File: src/rtl/bundler_ctrl_if.sv
// Control-side handshake bundle between the HV encoder stream, the
// bundler_set datapath and the result consumer.
//   slave  : the bundler_ctrl side (receives start/abort/hv_valid/result_ready)
//   master : the driving environment (issues jobs, feeds HVs, consumes results)
// Signal names keep their _i/_o suffixes as seen from bundler_ctrl.
interface bundler_ctrl_if #(
  parameter int NumItemWidth = 8
);
  logic                    start_i;
  logic [NumItemWidth-1:0] num_items_i;
  logic                    abort_i;
  logic                    hv_valid_i;
  logic                    hv_ready_o;
  logic                    bundle_valid_o;
  logic                    bundle_clr_o;
  logic                    result_valid_o;
  logic                    result_ready_i;
  logic                    busy_o;
  logic                    err_o;
  logic [NumItemWidth-1:0] count_o;

  modport slave (
    input  start_i, num_items_i, abort_i, hv_valid_i, result_ready_i,
    output hv_ready_o, bundle_valid_o, bundle_clr_o, result_valid_o,
           busy_o, err_o, count_o
  );

  modport master (
    output start_i, num_items_i, abort_i, hv_valid_i, result_ready_i,
    input  hv_ready_o, bundle_valid_o, bundle_clr_o, result_valid_o,
           busy_o, err_o, count_o
  );
endinterface

File: src/rtl/bundler_ctrl.sv
// Sequences one bundling job on a bundler_set datapath: clears the set's
// counters, gates num_items accepted HVs into its valid input, then holds the
// result until the consumer takes it.
// Ports:
//   clk_i  : clock
//   rst_ni : asynchronous active-low reset
//   bus    : bundler_ctrl_if.slave (job control, HV stream, result handshake,
//            bundler_set valid/clr, status busy/err/count)
//
// state  | meaning
// IDLE   | waiting for start_i; previous result stays readable in the set
// CLEAR  | one cycle clearing the bundler_set counters and count
// ACCUM  | accepting HVs until target have been taken
// OUTPUT | result_valid_o asserted until result_ready_i
module bundler_ctrl #(
  parameter int CounterWidth = 8,
  parameter int NumItemWidth = 8,
  parameter int MaxItems     = 2**(CounterWidth-1)-1
) (
  input logic          clk_i,
  input logic          rst_ni,
  bundler_ctrl_if.slave bus
);

  typedef enum logic [1:0] {
    IDLE   = 2'd0,
    CLEAR  = 2'd1,
    ACCUM  = 2'd2,
    OUTPUT = 2'd3
  } state_t;

  localparam logic [31:0] MaxItemsW = 32'(MaxItems);

  state_t                  state_q, state_d;
  logic [NumItemWidth-1:0] count_q, count_d;
  logic [NumItemWidth-1:0] target_q, target_d;
  logic                    err_q, err_d;

  logic hv_ready, bundle_valid, bundle_clr, result_valid;
  logic num_ok;

  // Upper bound keeps the signed bundler counters from overflowing.
  assign num_ok = (bus.num_items_i != '0) && (32'(bus.num_items_i) <= MaxItemsW);

  always_ff @(posedge clk_i or negedge rst_ni) begin
    if (!rst_ni) begin
      state_q  <= IDLE;
      count_q  <= '0;
      target_q <= '0;
      err_q    <= 1'b0;
    end else begin
      state_q  <= state_d;
      count_q  <= count_d;
      target_q <= target_d;
      err_q    <= err_d;
    end
  end

  always_comb begin
    state_d      = state_q;
    count_d      = count_q;
    target_d     = target_q;
    err_d        = 1'b0;
    hv_ready     = 1'b0;
    bundle_valid = 1'b0;
    bundle_clr   = 1'b0;
    result_valid = 1'b0;

    case (state_q)
      IDLE: begin
        if (bus.start_i) begin
          if (num_ok) begin
            target_d = bus.num_items_i;
            state_d  = CLEAR;
          end else begin
            err_d = 1'b1;
          end
        end
      end

      CLEAR: begin
        bundle_clr = 1'b1;
        count_d    = '0;
        state_d    = bus.abort_i ? IDLE : ACCUM;
      end

      ACCUM: begin
        if (bus.abort_i) begin
          bundle_clr = 1'b1;
          count_d    = '0;
          state_d    = IDLE;
        end else begin
          hv_ready = 1'b1;
          if (bus.hv_valid_i) begin
            bundle_valid = 1'b1;
            count_d      = count_q + 1'b1;
            // Leave on the edge that registers the last item, so the set is
            // final by the time result_valid_o rises.
            if (count_q == target_q - 1'b1) state_d = OUTPUT;
          end
        end
      end

      OUTPUT: begin
        if (bus.abort_i) begin
          bundle_clr = 1'b1;
          count_d    = '0;
          state_d    = IDLE;
        end else begin
          result_valid = 1'b1;
          if (bus.result_ready_i) state_d = IDLE;
        end
      end

      default: state_d = IDLE;
    endcase
  end

  assign bus.hv_ready_o     = hv_ready;
  assign bus.bundle_valid_o = bundle_valid;
  assign bus.bundle_clr_o   = bundle_clr;
  assign bus.result_valid_o = result_valid;
  assign bus.busy_o         = (state_q != IDLE);
  assign bus.err_o          = err_q;
  assign bus.count_o        = count_q;

endmodule

File: src/flat_wrapper.sv
// flat-port wrapper written by rule: the top's interface ports become plain ports
module bundler_ctrl_flat 
#(
  parameter int CounterWidth = 8,
  parameter int NumItemWidth = 8,
  parameter int MaxItems     = 2**(CounterWidth-1)-1
)
  (clk_i, rst_ni, bus_start_i, bus_num_items_i, bus_abort_i, bus_hv_valid_i, bus_result_ready_i, bus_hv_ready_o, bus_bundle_valid_o, bus_bundle_clr_o, bus_result_valid_o, bus_busy_o, bus_err_o, bus_count_o);
  bundler_ctrl_if #(.NumItemWidth(NumItemWidth)) bus_i ();
  input logic clk_i;
  input logic rst_ni;
  input wire logic [$bits(bus_i.start_i)-1:0] bus_start_i;
  input wire logic [$bits(bus_i.num_items_i)-1:0] bus_num_items_i;
  input wire logic [$bits(bus_i.abort_i)-1:0] bus_abort_i;
  input wire logic [$bits(bus_i.hv_valid_i)-1:0] bus_hv_valid_i;
  input wire logic [$bits(bus_i.result_ready_i)-1:0] bus_result_ready_i;
  output wire logic [$bits(bus_i.hv_ready_o)-1:0] bus_hv_ready_o;
  output wire logic [$bits(bus_i.bundle_valid_o)-1:0] bus_bundle_valid_o;
  output wire logic [$bits(bus_i.bundle_clr_o)-1:0] bus_bundle_clr_o;
  output wire logic [$bits(bus_i.result_valid_o)-1:0] bus_result_valid_o;
  output wire logic [$bits(bus_i.busy_o)-1:0] bus_busy_o;
  output wire logic [$bits(bus_i.err_o)-1:0] bus_err_o;
  output wire logic [$bits(bus_i.count_o)-1:0] bus_count_o;
  assign bus_i.start_i = bus_start_i;
  assign bus_i.num_items_i = bus_num_items_i;
  assign bus_i.abort_i = bus_abort_i;
  assign bus_i.hv_valid_i = bus_hv_valid_i;
  assign bus_i.result_ready_i = bus_result_ready_i;
  assign bus_hv_ready_o = bus_i.hv_ready_o;
  assign bus_bundle_valid_o = bus_i.bundle_valid_o;
  assign bus_bundle_clr_o = bus_i.bundle_clr_o;
  assign bus_result_valid_o = bus_i.result_valid_o;
  assign bus_busy_o = bus_i.busy_o;
  assign bus_err_o = bus_i.err_o;
  assign bus_count_o = bus_i.count_o;
  bundler_ctrl #(.CounterWidth(CounterWidth), .NumItemWidth(NumItemWidth), .MaxItems(MaxItems)) u_core (.clk_i(clk_i), .rst_ni(rst_ni), .bus(bus_i));
endmodule
File: config.mk
export PLATFORM = sky130hd
export DESIGN_NAME = bundler_ctrl_flat
export DESIGN_NICKNAME = d
export VERILOG_FILES = /design/src/rtl/bundler_ctrl_if.sv /design/src/rtl/bundler_ctrl.sv /design/src/flat_wrapper.sv
export SDC_FILE = /design/constraint.sdc
export NUM_CORES = 1
export LEC_CHECK = 0
export BUFFER_PORTS_ARGS = -buffer_cell sky130_fd_sc_hd__buf_2
export CAP_MARGIN = 20
export CORE_MARGIN = 3
export CORE_UTILIZATION = 50
export DETAILED_ROUTE_END_ITERATION = 10
export HOLD_SLACK_MARGIN = 0.05
export PLACE_DENSITY = 0.76
export SETUP_SLACK_MARGIN = 0.1
export SLEW_MARGIN = 40
export SYNTH_ARGS = -nofsm -noshare
export SYNTH_HDL_FRONTEND = slang
export SYNTH_SLANG_ARGS = --single-unit
File: constraint.sdc
create_clock -name clk_i -period 2.5 [get_ports clk_i]
set_input_delay 0.125 -clock clk_i [delete_from_list [all_inputs] [get_ports clk_i]]
set_output_delay 0.125 -clock clk_i [all_outputs]
set_load 0.01 [all_outputs]
==> results of run 1 <==
critical path, cell delays in order, from the launching register on:
cell and delay, ns:
dfrtp_1 0.44, inv_1 0.09, ha_1 0.22, or3b_4 0.42, nor3_4 0.14, xnor2_1 0.09, o31a_1 0.31, a2111oi_2 0.27
worst max path at each step:
stage	endpoint	cells after the start
after floorplan	u_core.state_q[0]	7
after global placement	u_core.state_q[0]	7
after detailed placement	u_core.state_q[0]	7
after CTS	u_core.state_q[0]	7
after global routing	u_core.state_q[0]	7
final	u_core.state_q[0]	7
logic make-up after synthesis:
group | count (synthesis) | synth area share, %
adder cells (fa/ha/maj) | 2 | 2.21
AND/OR/NAND/NOR | 49 | 23.0
AO/OA/AOI/OAI | 22 | 14.0
XOR/XNOR | 15 | 11.6
buffers and inverters | 13 | 4.30
flip-flops | 19 | 41.9
multiplexers | 3 | 2.98
routing by layer:
metal	vias up	wire length [um]	part of all wire, %	GRT usage [%]
met1	496	1190	44	27.1
met3	6	96	3.5	3.05
met5	-	0	0	0
met4	0	66	2.4	9.79
met2	24	1370	50	36.9
li1	494	-	-	-
synthesized netlist by cell type, drive strengths merged:
library cell / count / area, sq um
or2b: 1 / 7.51
o311ai: 1 / 8.76
a32o: 1 / 10.0
xnor2: 10 / 87.6
inv: 11 / 41.3
nor2b: 2 / 12.5
a211oi: 1 / 7.51
nor4: 2 / 12.5
xor2: 5 / 43.8
mux2: 3 / 33.8
a21oi: 5 / 25.0
o31a: 1 / 8.76
dfrtp: 19 / 475
a2111oi: 4 / 41.3
nand3b: 1 / 7.51
and3: 2 / 12.5
and3b: 1 / 8.76
nand3: 6 / 30.0
nand4: 1 / 6.26
clkbuf: 2 / 7.51
nor3b: 2 / 15.0
a221o: 1 / 10.0
nor3: 4 / 31.3
o21ai: 6 / 30.0
o41ai: 1 / 8.76
nor2: 10 / 37.5
ha: 2 / 25.0
or3b: 1 / 11.3
or2: 1 / 6.26
nand2b: 2 / 12.5
nand2: 13 / 48.8
a32oi: 1 / 8.76
stage by stage:
step	power, mW	cells
floorplan	0.862	123
global placement	0.981	175
detailed placement	1.01	175
CTS	1.18	184
global route	1.26	184
finish	1.17	184
flip-flops by register name, indices dropped and copies added, names as in the netlist:
signal,cells
u_core.target_q,8
u_core.bus.err_o,1
u_core.state_q,2
u_core.bus.count_o,8
final cells by class:
| class | instances | area share (%) |
|---|---|---|
| inverters | 11 | 3.01 |
| multi-input cells | 91 | 44.4 |
| repair buffers | 32 | 13.5 |
| flip-flops and latches | 19 | 34.6 |
| well taps | 27 | 2.46 |
| clock inverters | 1 | 0.365 |
| clock buffers | 3 | 1.64 |
power groups by stage:
stage	Combinational, mW	Clock, mW	Sequential (mW)
final	0.509	0.159	0.500
after global routing	0.576	0.176	0.511
after CTS	0.513	0.168	0.498
after detailed placement	0.504	0	0.505
after global placement	0.482	0	0.499
after floorplan	0.381	0	0.482
==> flow_metrics.env, run 1 <==
export IMPL_rsz0062_at_grt="false"
export IMPL_die_x_um=53.6
export IMPL_grt_max_degree=20
export IMPL_r2r_cells=7
export IMPL_num_antenna_cells=0
export IMPL_grt_overflow_total=0
export IMPL_cts_setup_buffers=0
export IMPL_post_route_period_util_pct=83.1
export IMPL_core_sq_um=2060
export IMPL_clock_latency_ns=0.30
export IMPL_die_y_um=53.6
export IMPL_area_delta_synth_final_pct=21.1
export IMPL_detail_route_antenna_nets=0
export IMPL_register_area_sq_um=475
export IMPL_end_kind="flip-flop"
export IMPL_r2r_slack_ns=0.42
export IMPL_cts_tree="done"
export IMPL_yosysWarnings=0
export IMPL_start_kind="flip-flop"
export IMPL_outcome="completed"
export IMPL_grt_pass1_wl_um=4460
export IMPL_place_worst_setup_slack_ns=0.432
export IMPL_cts_repair_resized=0
export IMPL_startpoint="u_core.target_q[0]"
export IMPL_cts_hold_buf=5
export IMPL_drt_wirelength_per_cell_um=14.8
export IMPL_layout_drive_gt1_share_pct=24.2
export IMPL_cts_made_buffers=3
export IMPL_relSlewSlack_pct=57.5
export IMPL_holdPathEnd="u_core.target_q[0]"
export IMPL_nets=174
export IMPL_vias=1020
export IMPL_maxCapViolations=0
export IMPL_core_rowCount=16
export IMPL_required_ns=2.70
export IMPL_yosysSeqAreaShare_pct=41.9
export IMPL_arrival_ns=2.28
export IMPL_sequentialPowerShare_pct=42.8
export IMPL_worst_slew_pin_slew_ns=0.637
export IMPL_setup_viol=0
export IMPL_via_per_inst=5.54
export IMPL_drc_errors=0
export IMPL_hold_viol=0
export IMPL_min_from="bus_num_items_i[0]"
export IMPL_syn_avg_cell_area_sq_um=9.22
export IMPL_holdPathStages=3
export IMPL_yosys_register_bits=19
export IMPL_p_switching_mw=0.487
export IMPL_final_cell_mix="27 x buf_2, 19 x dfrtp_1, 13 x nand2_1, 11 x inv_1"
export IMPL_critPathKind="flip-flop to flip-flop"
export IMPL_start_util_pct=55.0
export IMPL_path_clk_slew_ns=0.12
export IMPL_tns_ns=0
export IMPL_slew_viol_final=0
export IMPL_hpwl_um=1930
export IMPL_htreeDepth=1
export IMPL_fillers=175
export IMPL_fmax_ghz=0.481
export IMPL_final_util_pct=66.6
export IMPL_layout_commonest_cell="buf_2"
export IMPL_synth_area_sq_um=1130
export IMPL_final_area_sq_um=1370
export IMPL_multiInputGateArea_sq_um=609
export IMPL_power_leakage_nw=0.651
export IMPL_hp_class="input pin to flip-flop"
export IMPL_period_needed_ns=2.08
export IMPL_grt_total_usage_pct=21.7
export IMPL_hold_slack_ns=0.0595
export IMPL_dpl_cell_area_sq_um=1290
export IMPL_root_buffer="clkbuf_4"
export IMPL_peakVddDrop_mv=0.499
export IMPL_combPwrFrac_pct=43.6
export IMPL_die_area_sq_um=2870
export IMPL_p_int_mw=0.681
export IMPL_grt_pass1_vias=1007
export IMPL_cts_sinks=19
export IMPL_synth_net_count=139
export IMPL_switching_share_pct=41.7
export IMPL_drtIter0Drc=20
export IMPL_routed_wl_um=2720
export IMPL_skew_ns=0.00360
export IMPL_cp_max_fo=4
export IMPL_powerDensity_nw_per_um2=851
export IMPL_r2r_end="u_core.state_q[0]"
export IMPL_r2r_start="u_core.target_q[0]"
export IMPL_firstDrtPassIters=4
export IMPL_ioPinCount=28
export IMPL_portBuffers=27
export IMPL_netlist_instances=123
export IMPL_gp_congestion=0.871
export IMPL_clock_path_buffers=2
export IMPL_ys_types=35
export IMPL_antenna_found_initial=0
export IMPL_worst_slack_ns=0.421
export IMPL_clkPwrFrac_pct=13.6
Note: power is estimated with default switching activity, not from simulation.
==> run 2: changes to the inputs <==
--- a/config.mk
+++ b/config.mk
@@ -8,10 +8,10 @@
 export BUFFER_PORTS_ARGS = -buffer_cell sky130_fd_sc_hd__buf_2
 export CAP_MARGIN = 20
 export CORE_MARGIN = 3
-export CORE_UTILIZATION = 50
+export CORE_UTILIZATION = 47
 export DETAILED_ROUTE_END_ITERATION = 10
 export HOLD_SLACK_MARGIN = 0.05
-export PLACE_DENSITY = 0.76
+export PLACE_DENSITY = 0.75
 export SETUP_SLACK_MARGIN = 0.1
 export SLEW_MARGIN = 40
 export SYNTH_ARGS = -nofsm -noshare
==> constraint.sdc (replaced) <==
create_clock -name clk_i -period 1.9 [get_ports clk_i]
set_input_delay 0.095 -clock clk_i [delete_from_list [all_inputs] [get_ports clk_i]]
set_output_delay 0.095 -clock clk_i [all_outputs]
set_load 0.01 [all_outputs]
==> flow_metrics.env, run 2 (synthesized netlist as in run 1, its figures left out) <==
export IMPL_arrival_ns=2.01
export IMPL_hold_slack_ns=0.0724
export IMPL_critPathKind="flip-flop to flip-flop"
export IMPL_period_needed_ns=1.81
export IMPL_outcome="completed"
export IMPL_top_layer="met4"
export IMPL_die_x_um=55.1
export IMPL_antenna_found_initial=0
export IMPL_die_y_um=55.1
export IMPL_worst_slack_ns=0.0935
export IMPL_fillers=199
export IMPL_drc_errors=0
export IMPL_detail_route_antenna_nets=0
export IMPL_clock_path_buffers=2
export IMPL_peakVddDrop_mv=0.684
export IMPL_drt_wirelength_per_cell_um=14.0
export IMPL_grt_max_degree=20
export IMPL_via_per_inst=5.38
export IMPL_power_mw=1.66
export IMPL_powerDensity_nw_per_um2=1110
export IMPL_start_util_pct=50.3
export IMPL_core_sq_um=2250
export IMPL_firstDrtPassIters=4
export IMPL_cp_max_fo=2
export IMPL_met3_length_um=106
export IMPL_layout_drive_gt1_share_pct=28.0
export IMPL_grt_pass1_vias=989
export IMPL_hpwl_um=2010
export IMPL_grt_overflow_total=0
export IMPL_layout_commonest_cell="buf_2"
export IMPL_wl_met1_um=1280
export IMPL_portBuffers=27
export IMPL_gp_congestion=0.934
export IMPL_nets=185
export IMPL_cts_sinks=19
export IMPL_vias=1054
export IMPL_post_route_period_util_pct=95.1
export IMPL_path_clk_slew_ns=0.11
export IMPL_core_rowCount=17
export IMPL_required_ns=2.10
export IMPL_end_kind="flip-flop"
export IMPL_routed_wl_um=2740
export IMPL_area_delta_synth_final_pct=31.6
export IMPL_skew_ns=0.0116
export IMPL_grt_pass1_wl_um=4310
export IMPL_root_buffer="clkbuf_4"
export IMPL_wl_met2_um=1330
export IMPL_fmax_ghz=0.554
export IMPL_drtIter0Drc=21
export IMPL_final_util_pct=66.1
export IMPL_ioPinCount=28
export IMPL_slew_viol_final=0
export IMPL_cts_made_buffers=3
export IMPL_rsz0062_at_grt="true"
export IMPL_worst_slew_pin_slew_ns=0.541
export IMPL_power_leakage_nw=0.701
export IMPL_place_worst_setup_slack_ns=0.00978
export IMPL_htreeDepth=1
export IMPL_grt_total_usage_pct=19.7
export IMPL_die_area_sq_um=3040
export IMPL_relSlewSlack_pct=63.7
export IMPL_hold_viol=0
export IMPL_setup_viol=0
export IMPL_final_cell_mix="27 x buf_2, 19 x dfrtp_1, 13 x nand2_1, 11 x dlygate4sd3_1"
export IMPL_num_antenna_cells=0
export IMPL_cts_tree="done"
export IMPL_hp_class="input pin to flip-flop"
export IMPL_maxCapViolations=0
export IMPL_clock_latency_ns=0.30
export IMPL_start_kind="flip-flop"
-- run 2: path summary, 6_finish.rpt --
check                                   endpoint               start  slack [ns]  cells past startpoint
max in group asynchronous       u_core.bus.err_o              rst_ni        1.35                      2
max reg2reg                    u_core.state_q[0]  u_core.target_q[0]        0.09                      7
min in group asynchronous  u_core.bus.count_o[0]              rst_ni        0.24                      2
max                            u_core.state_q[0]  u_core.target_q[0]        0.09                      7
min                        u_core.bus.count_o[0]      bus_hv_valid_i        0.07                      3
min reg2reg                   u_core.target_q[7]  u_core.target_q[7]        0.53                      1
-- run 2: critical path, cell delays in order, from the launching register on --
cell and delay, ns:
dfrtp_1 0.41, inv_2 0.07, ha_2 0.16, or3b_4 0.39, nor3_4 0.12, xnor2_1 0.08
o31a_1 0.29, a2111oi_2 0.19
-- run 2: layout make-up --
type                            instances  area [sq um]  area share (%)
Tap cell                               28          35.0            2.35
Clock buffer                            4          26.3            1.76
Sequential cell                        19           475            31.9
Multi-Input combinational cell         91           631            42.3
Timing Repair Buffer                   43           283            19.0
Inverter                               11          41.3            2.77
-- run 2: stage by stage --
step	TNS [ns]	cell area [sq um]	cells
global placement	0	1330	180
floorplan	0	1140	123
global route	-0.0267	1490	196
finish	0	1490	196
CTS	0	1480	196
detailed placement	0	1330	180
-- run 2: power breakdown --
| part | switching, mW | total (mW) | leakage [nW] | internal [mW] |
|---|---|---|---|---|
| sequential | 0.155 | 0.660 | 0.250 | 0.505 |
| combinational | 0.396 | 0.790 | 0.437 | 0.394 |
| clock | 0.125 | 0.207 | 0.0150 | 0.0818 |
-- run 2: timing repair --
action                                  in CTS  in global routing
pin swaps                                    1                  1
hold endpoints to repair                    28                  0
gates resized for setup                      2                  5
hold buffers                                11                  0
setup buffers                                1                  0
endpoints found under the setup margin       1                  4
-- run 2: routing by layer --
| layer | vias up | track usage [%] |
|---|---|---|
| li1 | 520 | - |
| met1 | 506 | 25.4 |
| met2 | 24 | 33.5 |
| met3 | 4 | 3.49 |
| met4 | 0 | 6.07 |
| met5 | - | 0 |
==> run 3: changes to the inputs <==
--- a/config.mk
+++ b/config.mk
@@ -5,13 +5,16 @@
 export SDC_FILE = /design/constraint.sdc
 export NUM_CORES = 1
 export LEC_CHECK = 0
+export ABC_AREA = 1
 export BUFFER_PORTS_ARGS = -buffer_cell sky130_fd_sc_hd__buf_2
 export CAP_MARGIN = 20
+export CELL_PAD_IN_SITES_DETAIL_PLACEMENT = 0
+export CELL_PAD_IN_SITES_GLOBAL_PLACEMENT = 1
 export CORE_MARGIN = 3
-export CORE_UTILIZATION = 47
+export CORE_UTILIZATION = 34
 export DETAILED_ROUTE_END_ITERATION = 10
 export HOLD_SLACK_MARGIN = 0.05
-export PLACE_DENSITY = 0.75
+export PLACE_DENSITY_LB_ADDON = 0.1
 export SETUP_SLACK_MARGIN = 0.1
 export SLEW_MARGIN = 40
 export SYNTH_ARGS = -nofsm -noshare
==> flow_metrics.env, run 3 <==
export IMPL_outcome="completed"
export IMPL_synth_area_sq_um=1320
export IMPL_tns_ns=0
export IMPL_dpl_cell_area_sq_um=1500
export IMPL_portBuffers=27
export IMPL_num_antenna_cells=0
export IMPL_yosys_register_bits=19
export IMPL_synth_simple_area_share_pct=39.7
export IMPL_peakVddDrop_mv=0.548
export IMPL_die_y_um=68.2
export IMPL_endpoint="u_core.state_q[1]"
export IMPL_worst_slew_pin_slew_ns=0.500
export IMPL_routed_wl_um=3110
export IMPL_cts_tree="done"
export IMPL_synth_top_family_by_area="simple AND/OR/NAND/NOR gates"
export IMPL_cp_max_fo=3
export IMPL_hpwl_um=2530
export IMPL_grt_total_usage_pct=15.7
export IMPL_ys_types=25
export IMPL_post_route_period_util_pct=84.4
export IMPL_yosysSeqAreaShare_pct=36.2
export IMPL_final_util_pct=45.4
export IMPL_detail_route_antenna_nets=0
export IMPL_nets=248
export IMPL_drc_errors=0
export IMPL_final_area_sq_um=1600
export IMPL_crit_chain="inv_2, ha_4, inv_1, nand2_1, nand2_1, nand2_1, nor2_1, nand3_1, nor2_1, nand2_1, nand2_2, nand2_1, nand2_1, nand2_1"
export IMPL_cpPeakStageDelay_ns=0.39
export IMPL_via_per_inst=4.55
export IMPL_period_needed_ns=1.60
export IMPL_gp_congestion=0.787
export IMPL_cts_sinks=19
export IMPL_cpMostUsedCell="nand2_1"
export IMPL_dpl_cell_count=268
export IMPL_vias=1259
export IMPL_area_delta_synth_final_pct=21.6
export IMPL_critPathKind="flip-flop to flip-flop"
export IMPL_instances_no_fill=277
export IMPL_fmax_ghz=0.623
export IMPL_synthTopCellsByCount="55 x nand2_1, 35 x inv_1, 23 x nor2_1"
export IMPL_setup_viol=0
export IMPL_maxCapViolations=0
export IMPL_end_kind="flip-flop"
export IMPL_slew_viol_final=0
export IMPL_ioPinCount=28
export IMPL_antenna_found_initial=0
export IMPL_cts_made_buffers=3
export IMPL_synth_flop_cell="dfrtp_1"
export IMPL_layout_drive_gt1_share_pct=22.1
export IMPL_start_util_pct=37.3
export IMPL_power_mw=1.86
export IMPL_path_clk_slew_ns=0.08
export IMPL_yosysWarnings=0
export IMPL_startpoint="u_core.target_q[0]"
export IMPL_r2r_start="u_core.target_q[0]"
export IMPL_final_cell_mix="55 x nand2_1, 33 x inv_1, 27 x buf_2, 23 x nor2_1, 19 x dfrtp_1"
export IMPL_fillers=378
export IMPL_die_x_um=68.2
export IMPL_skew_ns=0.00180
export IMPL_layout_commonest_cell="nand2_1"
export IMPL_synth_net_count=212
export IMPL_powerDensity_nw_per_um2=1160
export IMPL_drt_wirelength_per_cell_um=11.2
export IMPL_die_area_sq_um=4650
export IMPL_netlist_instances=196
export IMPL_drtIter0Drc=49
export IMPL_grt_pass1_wl_um=5530
export IMPL_start_kind="flip-flop"
export IMPL_hp_class="input pin to flip-flop"
export IMPL_hold_viol=0
export IMPL_yosysTopAreaCell="dfrtp_1"
export IMPL_required_ns=2.06
export IMPL_synth_top_area_share_pct=36.2
export IMPL_htreeDepth=1
export IMPL_grt_pass1_vias=1216
export IMPL_synth_fa_ha_area_share_pct=1.90
export IMPL_r2r_end="u_core.state_q[1]"
export IMPL_core_sq_um=3520
export IMPL_yosysMostFrequentCell="nand2_1"
export IMPL_yosys_area_share_xor_xnor_pct=2.00
export IMPL_root_buffer="clkbuf_8"
export IMPL_syn_avg_cell_area_sq_um=6.71
export IMPL_grt_max_degree=20
export IMPL_synthMuxAreaShare_pct=0
export IMPL_synth_area_top_cells="dfrtp_1 36%, nand2_1 16%, inv_1 10%"
export IMPL_relSlewSlack_pct=66.6
export IMPL_async_flop_share_pct=100
export IMPL_synth_compound_area_share_pct=9.13
export IMPL_grt_overflow_total=0
export IMPL_power_leakage_nw=0.895
export IMPL_firstDrtPassIters=4
export IMPL_r2r_cells=14
export IMPL_arrival_ns=1.76
export IMPL_crit_slowest_cell="dfrtp_1"
export IMPL_core_rowCount=21
export IMPL_synth_edf_count=0
export IMPL_r2r_slack_ns=0.30
export IMPL_rsz0062_at_grt="false"
export IMPL_clock_latency_ns=0.26
export IMPL_clock_path_buffers=2
## run 3: timing repair
item	in CTS	in global routing
setup buffers	1	3
hold buffers	1	0
setup endpoints to repair	1	2
pin swaps	0	4
hold endpoints to repair	19	0
resized for setup	0	4
## run 3: metrics by stage
step	hold slack [ns]	worst slack (ns)
3_5_place_dp	0.0750	0.0789
3_3_place_gp	0.0723	0.114
2_1_floorplan	-0.201	0.344
5_1_grt	0.0822	0.124
6_report	0.0677	0.296
4_1_cts	0.0676	0.183
## run 3: critical path, delay by kind of cell, from the launching register on
kind	cells	cell delay [ns]
buf+inv	2	0.14
flops	1	0.39
simple gates	11	0.76
fa+ha+maj	1	0.20
## run 3: worst min path at each step
stage                                 end        start  depth (start not counted)  slack (ns)
global route             u_core.bus.err_o  bus_start_i                          3        0.08
detailed placement     u_core.target_q[6]       rst_ni                          1        0.08
floorplan           u_core.bus.count_o[0]       rst_ni                          0       -0.20
global placement       u_core.target_q[6]       rst_ni                          1        0.07
finish                   u_core.bus.err_o  bus_start_i                          3        0.07
CTS                      u_core.bus.err_o  bus_start_i                          3        0.07
## run 3: area by class of cell
cell class	count	area [sq um]	share of cell area [%]
well taps	46	57.6	3.60
multi-input cells	139	706	44.1
clock buffers	3	41.3	2.58
repair buffers	32	175	11.0
inverters	37	139	8.69
clock inverters	1	5.00	0.313
flip-flops and latches	19	475	29.7
## run 3: power breakdown
group	total, mW	switching [mW]	leakage, nW	internal [mW]
sequential	0.634	0.128	0.248	0.507
clock	0.291	0.145	0.0255	0.146
combinational	0.931	0.553	0.622	0.378
total	1.86	0.826	0.895	1.03
## run 3: per-layer routing
metal | wire [um] | up-vias | share of wire [%] | GRT usage [%]
met4 | 42 | 0 | 1.4 | 5.21
li1 | - | 677 | - | -
met3 | 136 | 5 | 4.4 | 1.48
met2 | 1350 | 29 | 44 | 24.2
met1 | 1570 | 548 | 51 | 22.8
met5 | 0 | - | 0 | 0
## run 3: cells by family (layout without fill, tap and decap cells)
family / count (synthesis) / count (layout)
AND/OR/NAND/NOR: 111 / 111
AO/OA/AOI/OAI: 23 / 23
adder cells (fa/ha/maj): 2 / 2
buffers and inverters: 38 / 73
XOR/XNOR: 3 / 3
flip-flops: 19 / 19
